File: src/rtl/mdr_cmd_driver_pkg.sv
// Shared types for the MDR command driver: operand/result types, FSM states and response payload.
package mdr_cmd_driver_pkg;

    localparam int unsigned MDR_DW  = 16;
    localparam int unsigned MDR_DW2 = 2 * MDR_DW;
    localparam int unsigned TMO_W   = 8;

    typedef logic [MDR_DW-1:0]  data_in_t;
    typedef logic [MDR_DW2-1:0] data_t;
    typedef logic [MDR_DW-1:0]  reminder_t;

    typedef enum logic [1:0] {MULT = 2'd0, DIV = 2'd1, ROOT = 2'd2, NON = 2'd3} op_select_t;

    typedef enum logic [2:0] {
        IDLE, START, GAP_X, LOAD_X, GAP_Y, LOAD_Y, WAIT_DONE, RESP
    } drv_state_t;

    typedef enum logic [1:0] {RSP_OK, RSP_MDR_ERR, RSP_TIMEOUT, RSP_ILLEGAL} rsp_status_t;

    typedef struct packed {
        data_t       result;
        reminder_t   remainder;
        rsp_status_t status;
    } st_mdr_rsp;

endpackage

File: src/rtl/mdr_cmd_driver_if.sv
// Command, MDR and response signals of the MDR command driver, seen from driver (master) or environment (slave).
interface mdr_cmd_driver_if #(
    parameter int unsigned DW = 16
) ();
    import mdr_cmd_driver_pkg::*;

    logic              cmd_valid;
    logic              cmd_ready;
    op_select_t        cmd_op;
    logic [DW-1:0]     cmd_x;
    logic [DW-1:0]     cmd_y;

    logic              mdr_start;
    op_select_t        mdr_op;
    logic              mdr_load;
    logic [DW-1:0]     mdr_data;
    logic              mdr_ready;
    logic              mdr_error;
    logic [2*DW-1:0]   mdr_result;
    logic [DW-1:0]     mdr_remainder;

    logic              rsp_valid;
    logic              rsp_ready;
    logic [2*DW-1:0]   rsp_result;
    logic [DW-1:0]     rsp_remainder;
    rsp_status_t       rsp_status;

    modport master (
        input  cmd_valid, cmd_op, cmd_x, cmd_y,
        input  mdr_ready, mdr_error, mdr_result, mdr_remainder,
        input  rsp_ready,
        output cmd_ready, mdr_start, mdr_op, mdr_load, mdr_data,
        output rsp_valid, rsp_result, rsp_remainder, rsp_status
    );

    modport slave (
        output cmd_valid, cmd_op, cmd_x, cmd_y,
        output mdr_ready, mdr_error, mdr_result, mdr_remainder,
        output rsp_ready,
        input  cmd_ready, mdr_start, mdr_op, mdr_load, mdr_data,
        input  rsp_valid, rsp_result, rsp_remainder, rsp_status
    );

endinterface

File: src/rtl/mdr_drv_timer.sv
// Loadable saturating down-counter with a zero flag; used for both load gaps and the completion timeout.
module mdr_drv_timer #(
    parameter int unsigned W = 8
) (
    input  logic         clk,
    input  logic         rst,
    input  logic         load,
    input  logic [W-1:0] load_val,
    input  logic         dec,
    output logic         zero_c
);

    logic [W-1:0] count;

    always_ff @(posedge clk or posedge rst) begin
        if (rst) begin
            count <= '0;
        end else if (load) begin
            count <= load_val;
        end else if (dec && (count != '0)) begin
            count <= count - W'(1);
        end
    end

    assign zero_c = (count == '0);

endmodule

File: src/rtl/mdr_cmd_driver.sv
// Initiator for the MDR core: accepts one command, issues start plus two serial operand loads,
// waits for ready/error/timeout and returns the captured result on a valid/ready response port.
module mdr_cmd_driver
    import mdr_cmd_driver_pkg::*;
#(
    parameter int unsigned DW       = 16,
    parameter int unsigned LOAD_GAP = 1,
    parameter int unsigned TIMEOUT  = 64
) (
    input  logic             clk,
    input  logic             rst,
    mdr_cmd_driver_if.master bus
);

    localparam int unsigned      DW2     = 2 * DW;
    localparam bit               HAS_GAP = (LOAD_GAP != 0);
    localparam logic [TMO_W-1:0] GAP_LD  = TMO_W'((LOAD_GAP > 0) ? (LOAD_GAP - 1) : 0);
    localparam logic [TMO_W-1:0] TMO_LD  = TMO_W'(TIMEOUT - 1);

    drv_state_t       state;
    drv_state_t       state_d;
    op_select_t       op_q;
    logic [DW-1:0]    x_q;
    logic [DW-1:0]    y_q;
    st_mdr_rsp        rsp_q;
    logic             accept;

    logic             tmr_load;
    logic             tmr_dec;
    logic [TMO_W-1:0] tmr_val;
    logic             tmr_zero_c;

    logic             cmd_ready_q, cmd_ready_d;
    logic             mdr_start_q, mdr_start_d;
    logic             mdr_load_q,  mdr_load_d;
    logic [DW-1:0]    mdr_data_q,  mdr_data_d;
    op_select_t       mdr_op_q,    mdr_op_d;
    logic             rsp_valid_q, rsp_valid_d;

    assign accept = (state == IDLE) && bus.cmd_valid;

    mdr_drv_timer #(.W(TMO_W)) u_timer (
        .clk      (clk),
        .rst      (rst),
        .load     (tmr_load),
        .load_val (tmr_val),
        .dec      (tmr_dec),
        .zero_c   (tmr_zero_c)
    );

    // State and registered outputs
    always_ff @(posedge clk or posedge rst) begin
        if (rst) begin
            state       <= IDLE;
            cmd_ready_q <= 1'b1;
            mdr_start_q <= 1'b0;
            mdr_load_q  <= 1'b0;
            mdr_data_q  <= '0;
            mdr_op_q    <= MULT;
            rsp_valid_q <= 1'b0;
        end else begin
            state       <= state_d;
            cmd_ready_q <= cmd_ready_d;
            mdr_start_q <= mdr_start_d;
            mdr_load_q  <= mdr_load_d;
            mdr_data_q  <= mdr_data_d;
            mdr_op_q    <= mdr_op_d;
            rsp_valid_q <= rsp_valid_d;
        end
    end

    // Next state; the shared timer is (re)loaded on every entry into a counted state
    always_comb begin
        state_d  = state;
        tmr_load = 1'b0;
        tmr_val  = '0;
        tmr_dec  = 1'b0;
        case (state)
            IDLE:      if (accept) state_d = (bus.cmd_op == NON) ? RESP : START;
            START:     state_d = HAS_GAP ? GAP_X : LOAD_X;
            GAP_X:     if (tmr_zero_c) state_d = LOAD_X;
            LOAD_X:    state_d = HAS_GAP ? GAP_Y : LOAD_Y;
            GAP_Y:     if (tmr_zero_c) state_d = LOAD_Y;
            LOAD_Y:    state_d = WAIT_DONE;
            WAIT_DONE: if (bus.mdr_error || bus.mdr_ready || tmr_zero_c) state_d = RESP;
            RESP:      if (bus.rsp_ready) state_d = IDLE;
            default:   state_d = IDLE;
        endcase
        if (state_d != state) begin
            if ((state_d == GAP_X) || (state_d == GAP_Y)) begin
                tmr_load = 1'b1;
                tmr_val  = GAP_LD;
            end else if (state_d == WAIT_DONE) begin
                tmr_load = 1'b1;
                tmr_val  = TMO_LD;
            end
        end else begin
            tmr_dec = 1'b1;
        end
    end

    // Output values for the upcoming state, registered above
    always_comb begin
        cmd_ready_d = (state_d == IDLE);
        mdr_start_d = (state_d == START);
        mdr_load_d  = (state_d == LOAD_X) || (state_d == LOAD_Y);
        rsp_valid_d = (state_d == RESP);
        mdr_data_d  = '0;
        if (state_d == LOAD_X) mdr_data_d = x_q;
        if (state_d == LOAD_Y) mdr_data_d = y_q;
        mdr_op_d = MULT;
        if (state_d != IDLE) mdr_op_d = (state == IDLE) ? bus.cmd_op : op_q;
    end

    // Command latch and response capture
    always_ff @(posedge clk or posedge rst) begin
        if (rst) begin
            op_q  <= MULT;
            x_q   <= '0;
            y_q   <= '0;
            rsp_q <= '0;
        end else begin
            if (accept) begin
                op_q <= bus.cmd_op;
                x_q  <= bus.cmd_x;
                y_q  <= (bus.cmd_op == ROOT) ? '0 : bus.cmd_y;
                if (bus.cmd_op == NON) begin
                    rsp_q.result    <= '0;
                    rsp_q.remainder <= '0;
                    rsp_q.status    <= RSP_ILLEGAL;
                end
            end
            if (state == WAIT_DONE) begin
                if (bus.mdr_error) begin
                    rsp_q.result    <= '0;
                    rsp_q.remainder <= '0;
                    rsp_q.status    <= RSP_MDR_ERR;
                end else if (bus.mdr_ready) begin
                    rsp_q.result    <= data_t'(bus.mdr_result);
                    rsp_q.remainder <= reminder_t'(bus.mdr_remainder);
                    rsp_q.status    <= RSP_OK;
                end else if (tmr_zero_c) begin
                    rsp_q.result    <= '0;
                    rsp_q.remainder <= '0;
                    rsp_q.status    <= RSP_TIMEOUT;
                end
            end
        end
    end

    assign bus.cmd_ready     = cmd_ready_q;
    assign bus.mdr_start     = mdr_start_q;
    assign bus.mdr_load      = mdr_load_q;
    assign bus.mdr_data      = mdr_data_q;
    assign bus.mdr_op        = mdr_op_q;
    assign bus.rsp_valid     = rsp_valid_q;
    assign bus.rsp_result    = DW2'(rsp_q.result);
    assign bus.rsp_remainder = DW'(rsp_q.remainder);
    assign bus.rsp_status    = rsp_q.status;

endmodule

File: src/flat_wrapper.sv
// flat-port wrapper written by rule: the top's interface ports become plain ports
module mdr_cmd_driver_flat import mdr_cmd_driver_pkg::*;
#(
    parameter int unsigned DW       = 16,
    parameter int unsigned LOAD_GAP = 1,
    parameter int unsigned TIMEOUT  = 64
)
  (clk, rst, bus_cmd_valid, bus_cmd_op, bus_cmd_x, bus_cmd_y, bus_mdr_ready, bus_mdr_error, bus_mdr_result, bus_mdr_remainder, bus_rsp_ready, bus_cmd_ready, bus_mdr_start, bus_mdr_op, bus_mdr_load, bus_mdr_data, bus_rsp_valid, bus_rsp_result, bus_rsp_remainder, bus_rsp_status);
  mdr_cmd_driver_if #(.DW(DW)) bus_i ();
  input  logic clk;
  input  logic rst;
  input wire logic [$bits(bus_i.cmd_valid)-1:0] bus_cmd_valid;
  input wire logic [$bits(bus_i.cmd_op)-1:0] bus_cmd_op;
  input wire logic [$bits(bus_i.cmd_x)-1:0] bus_cmd_x;
  input wire logic [$bits(bus_i.cmd_y)-1:0] bus_cmd_y;
  input wire logic [$bits(bus_i.mdr_ready)-1:0] bus_mdr_ready;
  input wire logic [$bits(bus_i.mdr_error)-1:0] bus_mdr_error;
  input wire logic [$bits(bus_i.mdr_result)-1:0] bus_mdr_result;
  input wire logic [$bits(bus_i.mdr_remainder)-1:0] bus_mdr_remainder;
  input wire logic [$bits(bus_i.rsp_ready)-1:0] bus_rsp_ready;
  output wire logic [$bits(bus_i.cmd_ready)-1:0] bus_cmd_ready;
  output wire logic [$bits(bus_i.mdr_start)-1:0] bus_mdr_start;
  output wire logic [$bits(bus_i.mdr_op)-1:0] bus_mdr_op;
  output wire logic [$bits(bus_i.mdr_load)-1:0] bus_mdr_load;
  output wire logic [$bits(bus_i.mdr_data)-1:0] bus_mdr_data;
  output wire logic [$bits(bus_i.rsp_valid)-1:0] bus_rsp_valid;
  output wire logic [$bits(bus_i.rsp_result)-1:0] bus_rsp_result;
  output wire logic [$bits(bus_i.rsp_remainder)-1:0] bus_rsp_remainder;
  output wire logic [$bits(bus_i.rsp_status)-1:0] bus_rsp_status;
  assign bus_i.cmd_valid = bus_cmd_valid;
  assign bus_i.cmd_op = bus_cmd_op;
  assign bus_i.cmd_x = bus_cmd_x;
  assign bus_i.cmd_y = bus_cmd_y;
  assign bus_i.mdr_ready = bus_mdr_ready;
  assign bus_i.mdr_error = bus_mdr_error;
  assign bus_i.mdr_result = bus_mdr_result;
  assign bus_i.mdr_remainder = bus_mdr_remainder;
  assign bus_i.rsp_ready = bus_rsp_ready;
  assign bus_cmd_ready = bus_i.cmd_ready;
  assign bus_mdr_start = bus_i.mdr_start;
  assign bus_mdr_op = bus_i.mdr_op;
  assign bus_mdr_load = bus_i.mdr_load;
  assign bus_mdr_data = bus_i.mdr_data;
  assign bus_rsp_valid = bus_i.rsp_valid;
  assign bus_rsp_result = bus_i.rsp_result;
  assign bus_rsp_remainder = bus_i.rsp_remainder;
  assign bus_rsp_status = bus_i.rsp_status;
  mdr_cmd_driver #(.DW(DW), .LOAD_GAP(LOAD_GAP), .TIMEOUT(TIMEOUT)) u_core (.clk(clk), .rst(rst), .bus(bus_i));
endmodule
File: config.mk
export PLATFORM = sky130hd
export DESIGN_NAME = mdr_cmd_driver_flat
export DESIGN_NICKNAME = d
export VERILOG_FILES = /design/src/rtl/mdr_cmd_driver_pkg.sv /design/src/rtl/mdr_cmd_driver_if.sv /design/src/rtl/mdr_drv_timer.sv /design/src/rtl/mdr_cmd_driver.sv /design/src/flat_wrapper.sv
export SDC_FILE = /design/constraint.sdc
export NUM_CORES = 1
export LEC_CHECK = 0
export CORE_MARGIN = 4
export CORE_UTILIZATION = 45
export DETAILED_ROUTE_END_ITERATION = 10
export GPL_TIMING_DRIVEN = 0
export PLACE_DENSITY = 0.86
export SETUP_SLACK_MARGIN = 0.15
export SYNTH_ARGS = -nofsm -noshare
export SYNTH_HDL_FRONTEND = slang
export SYNTH_SLANG_ARGS = --single-unit
export TNS_END_PERCENT = 50
File: constraint.sdc
create_clock -name clk -period 4.55 [get_ports clk]
set_input_delay 0.455 -clock clk [delete_from_list [all_inputs] [get_ports clk]]
set_output_delay 0.455 -clock clk [all_outputs]
set_load 0.005 [all_outputs]
==> results of run 1 <==
[power by group]
group	internal, mW	leakage [nW]	switching, mW
Clock	0.871	0.299	0.486
Combinational	0.893	1.41	0.754
Sequential	1.47	1.53	0.266
[final timing paths]
path,start,to,slack [ns]
max in group asynchronous,rst,u_core.bus.cmd_ready$_DFF_PP1_,3.37
min reg2reg,u_core.y_q[14]$_DFFE_PP0P_,u_core.y_q[14]$_DFFE_PP0P_,0.47
min,rst,u_core.bus.rsp_remainder[11]$_DFF_PP0_,0.40
max reg2reg,u_core.u_timer.count[0]$_DFFE_PP0P_,u_core.bus.rsp_result[17]$_DFF_PP0_,2.40
min in group clk,bus_cmd_x[3],u_core.x_q[3]$_DFFE_PP0P_,0.47
max,u_core.u_timer.count[0]$_DFFE_PP0P_,u_core.bus.rsp_result[17]$_DFF_PP0_,2.40
[layout by cell type (no fill, tap or decap), types with 5 or more instances in the layout]
cell / n
clkdlybuf4s50_1: 159
dfrtp_1: 116
nand2_1: 99
a22o_1: 48
nor2_1: 32
clkbuf_1: 21
nand3_1: 19
a22oi_1: 17
clkbuf_16: 16
a21oi_1: 12
o21ai_0: 7
buf_2: 6
inv_1: 5
clkinv_4: 5
[registers in the layout, summed over array words and instances, names as in the netlist, 2 cells and up]
signal and cells:
u_core.bus.mdr_data 16, u_core.bus.mdr_op 2, u_core.bus.rsp_remainder 16, u_core.bus.rsp_result 32, u_core.bus.rsp_status 2, u_core.op_q 2
u_core.state 3, u_core.u_timer.count 8, u_core.x_q 16, u_core.y_q 16
[stage by stage]
| stage | instances | power [mW] | hold WS (ns) | utilization |
|---|---|---|---|---|
| floorplan | 432 | 2.52 | 0.439 | - |
| global placement | 724 | 3.28 | 0.450 | 0.647 |
| detailed placement | 725 | 3.37 | 0.464 | 0.650 |
| CTS | 757 | 4.76 | 0.408 | 0.711 |
| global route | 757 | 5.02 | 0.442 | 0.711 |
| finish | 757 | 4.74 | 0.397 | 0.711 |
[cell type report]
class,instances,share of cell area
inverters,6,0.00353
multi-input cells,278,0.222
flip-flops and latches,117,0.414
well taps,133,0.0235
clock buffers,19,0.0624
plain buffers,31,0.0217
clock inverters,13,0.0244
repair buffers,160,0.229
[metal layers]
metal	wire (um)	GRT usage	vias up	share of wire
met5	0	0	-	0
met1	5320	0.276	1998	0.40
met3	1340	0.0722	24	0.10
met2	6570	0.375	196	0.49
met4	201	0.0748	0	0.015
li1	-	-	1884	-
[critical path: cells and delay by family (launching register included)]
| kind | cells | cell delay (ns) |
|---|---|---|
| AO/OA/AOI/OAI | 3 | 0.53 |
| AND/OR/NAND/NOR | 1 | 0.49 |
| buffers and inverters | 3 | 0.43 |
| flip-flops | 1 | 0.41 |
| adder cells (fa/ha/maj) | 1 | 0.16 |
[cells by family after synthesis]
logic type / count (synthesis) / synth area share
multiplexers: 3 / 0.00642
flip-flops: 117 / 0.626
adder cells (fa/ha/maj): 2 / 0.00535
buffers and inverters: 37 / 0.0377
AO/OA/AOI/OAI: 101 / 0.166
AND/OR/NAND/NOR: 172 / 0.159
==> reports/results.tsv, run 1 <==
metric	value	unit
status	finished, final reports clean	
WP data arrival	2.53	ns
Top FF cell, synth	dfrtp_1	
initial core utilization	0.470	
CTS clock-pin slew for the worst setup and hold paths	0.06	ns
YS warnings	0	
Worst EP required	4.93	ns
Core Box Area	9950	um2
worst-path cell chain	inv_1 -> ha_1 -> or4b_4 -> o21ai_1 -> a21oi_1 -> buf_6 -> buf_6 -> a22o_1	
CP Launch Type	flop	
syn avg cell area	10.8	um2
Total GRT Usage	0.225	
number of flops mapped to enable cells by yosys	0	
number of synthesized register bits	117	
worst vdd ir	287	uV
depth of the worst register-to-register path	8	
grt ovf	0	
# IOs	160	
vias in the first global route	4118	
PD cells	669	nW/um2
DRC Markers	0	
leak pwr	3.24	nW
Fillers	667	
WL/cell	17.7	um
vias	4102	
Clock Skew	0.0111	ns
Sink Count	117	
initial DRC count	374	
Setup Crit Path Kind	flop to flop	
placed instance area	6470	um2
Seq. cell area	2930	um2
Post-CTS Hold Buffers	0	
post-synth top area cell	dfrtp_1	
Final #Nets	701	
first drt pass iteration count	6	
synthesized area	4680	um2
pre-CTS WS	2.05	ns
antenna violation net count after detailed routing	0	
Gate Count Post-Synth	432	
max incr delay on CP	0.49	ns
Syn Nets	522	
sequential share of the synthesized area	0.626	
Rel. slew slack	0.599	
CTS tree	built	
Max Freq	0.465	GHz
clk buf depth	2	
max-cap violations	0	
CP Max Fanout	10	
IO buf count	159	
full die area	12100	um2
ranking of synthesized cells by area	dfrtp_1 (62%), a22o_1 (9.0%), nand2_1 (7.9%)	
row count	36	
Multi-input gate area	1570	um2
Die H	110	um
RSZ-0062 raised after global routing	no	
final RePlAce weighted congestion	0.870	
Die Wd	110	um
first-pass GRT wire length	20800	um
later-pin clock latency in the skew report	0.51	ns
Slowest-stage cell, CP	or4b_4	
Setup violations, final	0	
crit path capture type	flop	
initial antenna violation count	0	
final non-filler cell area	7080	um2
Netlist cell types	36	
list of most frequent post-synthesis cells	dfrtp_1 (116), nand2_1 (99), a22o_1 (48), nor2_1 (32), clkbuf_1 (21)	
CP most frequent cell	buf_6	
CTS Root Cell	clkbuf_8	
area grow syn2layout	51.3	%
Slew Viols, Final	0	
top-area cell type share of the netlist area	0.620	
post-layout minimum cycle time	2.15	ns
cell with the most instances after synthesis	dfrtp_1	
Via-to-Cell Ratio	5.42	
Final Cycle Share	0.472	
setup ws final	2.40	ns
slew at the pin closest to its max-slew limit	0.602	ns
final WL	13400	um
H-tree levels	4	
ys async rst share	1.00	
Setup TNS	0	ns
PostCTS Resize Cnt	0	
largest net degree at the start of global routing	70	
worst hold path class	input port to async pin	
Antenna diodes	0	
endpoints failing hold	0	
HPWL after DPL	9680	um
total CTS buffers	17	
postcts setup bufs	0	
share of layout cells above drive strength 1	0.0817	
(Power assumes the default switching activity.)
==> run 2: changes to the inputs <==
clock period = 2.2 ns   (was 4.55 ns; I/O delays follow)
==> run 2 against run 1 <==
Compared with the run above:
- routed wire length rose by 6.6%
- non-clock buffer count rose by 8
- final cell count rose by 0.66%
- worst hold slack got worse by 0.23 ns
- combinational power rose by 130%
- critical path type unchanged
- largest power group is now combinational logic
==> reports/results.tsv, run 2 (same netlist as run 1, synthesis figures left out) <==
metric	value	unit
first drt pass iteration count	5	
antenna violation net count after detailed routing	0	
Worst EP required	2.59	ns
Max Freq	0.479	GHz
Antenna diodes	0	
depth of the worst register-to-register path	8	
final WL	14300	um
placed instance area	6480	um2
crit path capture type	flop	
grt ovf	0	
Die H	110	um
IO buf count	159	
CP Launch Type	flop	
CTS Root Cell	clkbuf_8	
Fillers	657	
full die area	12100	um2
Setup TNS	0	ns
Setup violations, final	0	
Die Wd	110	um
worst vdd ir	593	uV
area grow syn2layout	54.4	%
Core Box Area	9950	um2
Tot Pwr	10.1	mW
WP data arrival	2.48	ns
Clock Skew	0.00849	ns
worst hold path class	input port to async pin	
Rel. slew slack	0.532	
max-cap violations	0	
Total GRT Usage	0.232	
# IOs	160	
DRC Markers	0	
endpoints failing hold	0	
first-pass GRT wire length	21500	um
final non-filler cell area	7230	um2
R2R Path End	u_core.bus.rsp_result[28]$_DFF_PP0_	
status	finished, final reports clean	
Setup Crit Path Kind	flop to flop	
max reg flops	32	
setup ws final	0.113	ns
initial core utilization	0.470	
later-pin clock latency in the skew report	0.51	ns
slew at the pin closest to its max-slew limit	0.701	ns
flop-to-flop setup slack	0.11	ns
vias	4222	
WL/cell	18.8	um
H-tree levels	4	
HPWL after DPL	9870	um
CTS clock-pin slew for the worst setup and hold paths	0.05	ns
RSZ-0062 raised after global routing	yes	
CTS tree	built	
Final #Nets	709	
vias in the first global route	4260	
leak pwr	3.30	nW
post-layout minimum cycle time	2.09	ns
CP Max Fanout	5	
initial DRC count	305	
PD cells	1400	nW/um2
Final Cycle Share	0.949	
largest net degree at the start of global routing	46	
Sink Count	117	
initial antenna violation count	0	
clk buf depth	2	
final RePlAce weighted congestion	0.870	
share of layout cells above drive strength 1	0.108	
most frequent cells in the layout	clkdlybuf4s50_1 (159), dfrtp_1 (116), nand2_1 (99)	
commonest non-fill, non-tap cell in the layout	clkdlybuf4s50_1	
Critical R2R Launch	u_core.u_timer.count[0]$_DFFE_PP0P_	
pre-CTS WS	-0.0782	ns
Via-to-Cell Ratio	5.54	
Slew Viols, Final	0	
Post-CTS Hold Buffers	0	
total CTS buffers	17	
row count	36	
run 2: worst max-delay path by stage:
| stage | start | to | slack (ns) | depth (start not counted) |
|---|---|---|---|---|
| 2_1_floorplan | u_core.u_timer.count[0]$_DFFE_PP0P_ | u_core.bus.rsp_result[11]$_DFF_PP0_ | 0.29 | 8 |
| 3_3_place_gp | rst | u_core.bus.mdr_op[0]$_DFF_PP0_ | -0.46 | 2 |
| 3_5_place_dp | bus_cmd_valid | u_core.u_timer.count[3]$_DFFE_PP0P_ | -0.08 | 7 |
| 4_1_cts | u_core.state[2]$_DFF_PP0_ | u_core.y_q[8]$_DFFE_PP0P_ | 0.15 | 5 |
| 5_1_grt | u_core.u_timer.count[0]$_DFFE_PP0P_ | u_core.u_timer.count[0]$_DFFE_PP0P_ | 0.04 | 6 |
| 6_report | u_core.u_timer.count[0]$_DFFE_PP0P_ | u_core.bus.rsp_result[28]$_DFF_PP0_ | 0.11 | 8 |
run 2: per-layer routing:
metal	global-route usage	vias up	routed length (um)
li1	-	1898	-
met1	0.267	2048	5290
met2	0.403	244	7200
met3	0.0769	32	1530
met4	0.0855	0	302
met5	0	-	0
run 2: worst max-delay path, cell delays in order (launching register included):
cell and delay (ns):
dfrtp_1 0.40, inv_2 0.11, ha_4 0.13, or4b_4 0.50, o21ai_4 0.19, a21oi_4 0.09, buf_6 0.16, clkbuf_16 0.15
a22o_1 0.23
run 2: final cells by class:
type / count / area, um2 / share of cell area
multi-input combinational: 278 / 1620 / 0.225
sequential: 117 / 2930 / 0.405
clock inverter: 9 / 154 / 0.0213
inverter: 6 / 26.3 / 0.00364
timing repair buffer: 168 / 1710 / 0.237
tap: 133 / 166 / 0.0230
buffer: 31 / 168 / 0.0232
clock buffer: 20 / 445 / 0.0616
run 2: power breakdown:
group          switching [mW]  internal, mW  total [mW]
clock                   0.931          1.88        2.81
sequential              0.561          3.04        3.60
combinational            1.71          2.03        3.74
run 2: timing repair:
action / in CTS / in global routing
endpoints found under the setup margin: 46 / 78
buffers inserted: 3 / 3
pin swaps: 0 / 9
cloned: 0 / 1
gates resized for setup: 7 / 18
run 2: per-stage QoR:
stage	hold slack, ns	utilization	instances
finish	0.171	0.726	762
global route	0.219	0.726	762
CTS	0.166	0.716	758
detailed placement	0.457	0.651	726
global placement	0.450	0.647	724
floorplan	0.325	-	432
==> run 3: changes to the inputs <==
SYNTH_HIERARCHICAL = 1   (was default)
==> run 3 against run 2 <==
Compared with the run above:
- the flow now finishes with violations (setup timing)
- worst hold slack worse by 0.11 ns
- highest routed layer unchanged
- synthesized cell count shrank 16%
- setup slack lost 0.28 ns
- area after synthesis is 0.27% lower
- global-route usage down 1.7 points
- sequential share of layout area down 0.72 points
- first-iteration DRC count down 29%
- critical endpoint is now u_core/u_timer/count[7]$_DFFE_PP0P_
- combinational power is essentially flat
- via count fell by 11%
==> reports/results.tsv, run 3 <==
metric	value	unit
status	finished with violations	
failing checks	setup timing	
setup ws final	-0.171	ns
full die area	12100	um2
synthesized area	4670	um2
initial DRC count	218	
RSZ-0062 raised after global routing	yes	
post-synthesis adder-cell area fraction	0.00536	
Setup violations, final	31	
clk buf depth	2	
DRC Markers	0	
Fillers	654	
placed insts	660	
share of layout cells above drive strength 1	0.176	
row count	36	
met3 wire length	1020	um
IO buf count	159	
slew at the pin closest to its max-slew limit	0.737	ns
Met1 Routed Length	5130	um
top-area cell type share of the netlist area	0.622	
CTS clock-pin slew for the worst setup and hold paths	0.06	ns
ys async rst share	1.00	
Setup Crit Path Kind	flop to flop	
PD cells	1350	nW/um2
Antenna diodes	0	
leak pwr	3.27	nW
crit path capture type	flop	
worst-path cell chain	inv_2 -> ha_4 -> or4b_4 -> nor2_4 -> nand2_4 -> o221a_4 -> inv_4 -> o21ai_4 -> nor3b_4 -> nand4_1 -> xor2_1 -> o21ai_1	
list of most frequent post-synthesis cells	dfrtp_1 (116), a22o_1 (64), nand2_1 (44), mux2_1 (19), o21ai_1 (18)	
sequential share of the synthesized area	0.628	
CP Max Fanout	3	
CP top delay family	simple AND/OR/NAND/NOR gates	
Clock Skew	0.0116	ns
Netlist cell types	50	
Synth Area in Simple Gates	0.0941	
most frequent cells in the layout	clkdlybuf4s50_1 (159), dfrtp_1 (116), a22o_1 (64)	
commonest non-fill, non-tap cell in the layout	clkdlybuf4s50_1	
Via-to-Cell Ratio	5.30	
HPWL after DPL	9230	um
Top FF cell, synth	dfrtp_1	
Non-Filler Instances	713	
H-tree levels	4	
Post-CTS Hold Buffers	0	
initial core utilization	0.469	
ranking of synthesized cells by area	dfrtp_1 (62%), a22o_1 (12%), mux2_1 (4.6%)	
CP Launch Type	flop	
# IOs	160	
Slowest-stage cell, CP	or4b_4	
Max Freq	0.422	GHz
placed instance area	6470	um2
WP data arrival	2.74	ns
YS warnings	6	
Slew Viols, Final	0	
grt ovf	0	
area grow syn2layout	57.6	%
Sink Count	117	
post-layout minimum cycle time	2.37	ns
antenna violation net count after detailed routing	0	
largest net degree at the start of global routing	44	
max reg flops	32	
vias	3777	
CTS tree	built	
Gate Count Post-Synth	365	
Total GRT Usage	0.216	
first-pass GRT wire length	19900	um
total CTS buffers	17	
number of synthesized register bits	117	
largest family of logic cells by synthesized area	compound AO/OA/AOI/OAI gates	
Core Box Area	9950	um2
Rel. slew slack	0.508	
Synth Area in Compound Gates	0.179	
final RePlAce weighted congestion	0.857	
vias in the first global route	3929	
met2 wire length	6640	um
final WL	13000	um
post-synth top area cell	dfrtp_1	
DR top layer	met4	
CTS Root Cell	clkbuf_8	
cell with the most instances after synthesis	dfrtp_1	
later-pin clock latency in the skew report	0.50	ns
post-synthesis mux area share	0.0501	
max-cap violations	0	
number of flops mapped to enable cells by yosys	0	
max incr delay on CP	0.48	ns
worst vdd ir	600	uV
endpoints failing hold	0	
syn avg cell area	12.8	um2
Synth Area in XOR/XNOR	0.00751	
first drt pass iteration count	4	
Final #Nets	657	
initial antenna violation count	0	
worst hold path class	input port to async pin	
critical path buffer and inverter count	2	
Die Wd	110	um
Setup TNS	-2.03	ns
Worst EP required	2.57	ns
Final Cycle Share	1.08	
final non-filler cell area	7360	um2
WL/cell	18.2	um
Die H	110	um
## run 3: worst paths after layout
| path | start | to | slack (ns) | cells after the start |
|---|---|---|---|---|
| setup / recovery | u_core/u_timer/count[1]$_DFFE_PP0P_ | u_core/u_timer/count[7]$_DFFE_PP0P_ | -0.17 | 12 |
| hold / removal | rst | u_core/u_timer/count[2]$_DFFE_PP0P_ | 0.06 | 2 |
| setup reg to reg | u_core/u_timer/count[1]$_DFFE_PP0P_ | u_core/u_timer/count[7]$_DFFE_PP0P_ | -0.17 | 12 |
| hold reg to reg | u_core/y_q[0]$_DFFE_PP0P_ | u_core/y_q[0]$_DFFE_PP0P_ | 0.49 | 2 |
| max in group asynchronous | rst | u_core/bus.cmd_ready$_DFF_PP1_ | 1.26 | 3 |
| min in group clk | bus_cmd_y[9] | u_core/y_q[9]$_DFFE_PP0P_ | 0.26 | 3 |
## run 3: area by class of cell
type                    count  area (um2)  share of cell area
plain buffers              23         166              0.0226
multi-input cells         220        1680               0.229
flip-flops and latches    117        2930               0.398
clock buffers              19         442              0.0600
repair buffers            182        1790               0.244
well taps                 133         166              0.0226
inverters                   6        28.8             0.00391
clock inverters            13         148              0.0201
## run 3: power by group
part	internal, mW	total (mW)	switching [mW]
registers	3.00	3.53	0.532
clock network	1.69	2.69	1.00
logic	2.16	3.72	1.56
## run 3: layer usage
metal  vias to the layer above  GRT usage
li1                       1737          -
met1                      1881      0.256
met2                       142      0.376
met3                        17     0.0611
met4                         0     0.0721
met5                         -          0
## run 3: logic make-up (layout without fill, tap and decap cells)
family / count (synthesis) / in the layout
xor+xnor: 4 / 4
buf+inv: 29 / 243
flops: 117 / 117
fa+ha+maj: 2 / 2
compound gates: 109 / 109
other cells: 1 / 2
simple gates: 82 / 82
mux: 21 / 21
## run 3: repair_timing
action	in CTS	in global routing
endpoints found under the hold margin	0	0
endpoints found under the setup margin	79	72
setup buffers	12	7
pin swaps	6	13
resized for setup	24	16
cloned	1	1
## run 3: per-stage QoR
step / setup slack, ns / hold WS [ns] / total power [mW] / util
detailed placement: -0.683 / 0.479 / 6.69 / 0.650
floorplan: -0.273 / 0.0357 / 5.12 / -
global placement: -0.568 / 0.467 / 6.50 / 0.646
CTS: -0.0973 / 0.0612 / 9.82 / 0.729
global route: -0.275 / 0.0967 / 10.5 / 0.739
finish: -0.171 / 0.0644 / 9.94 / 0.739
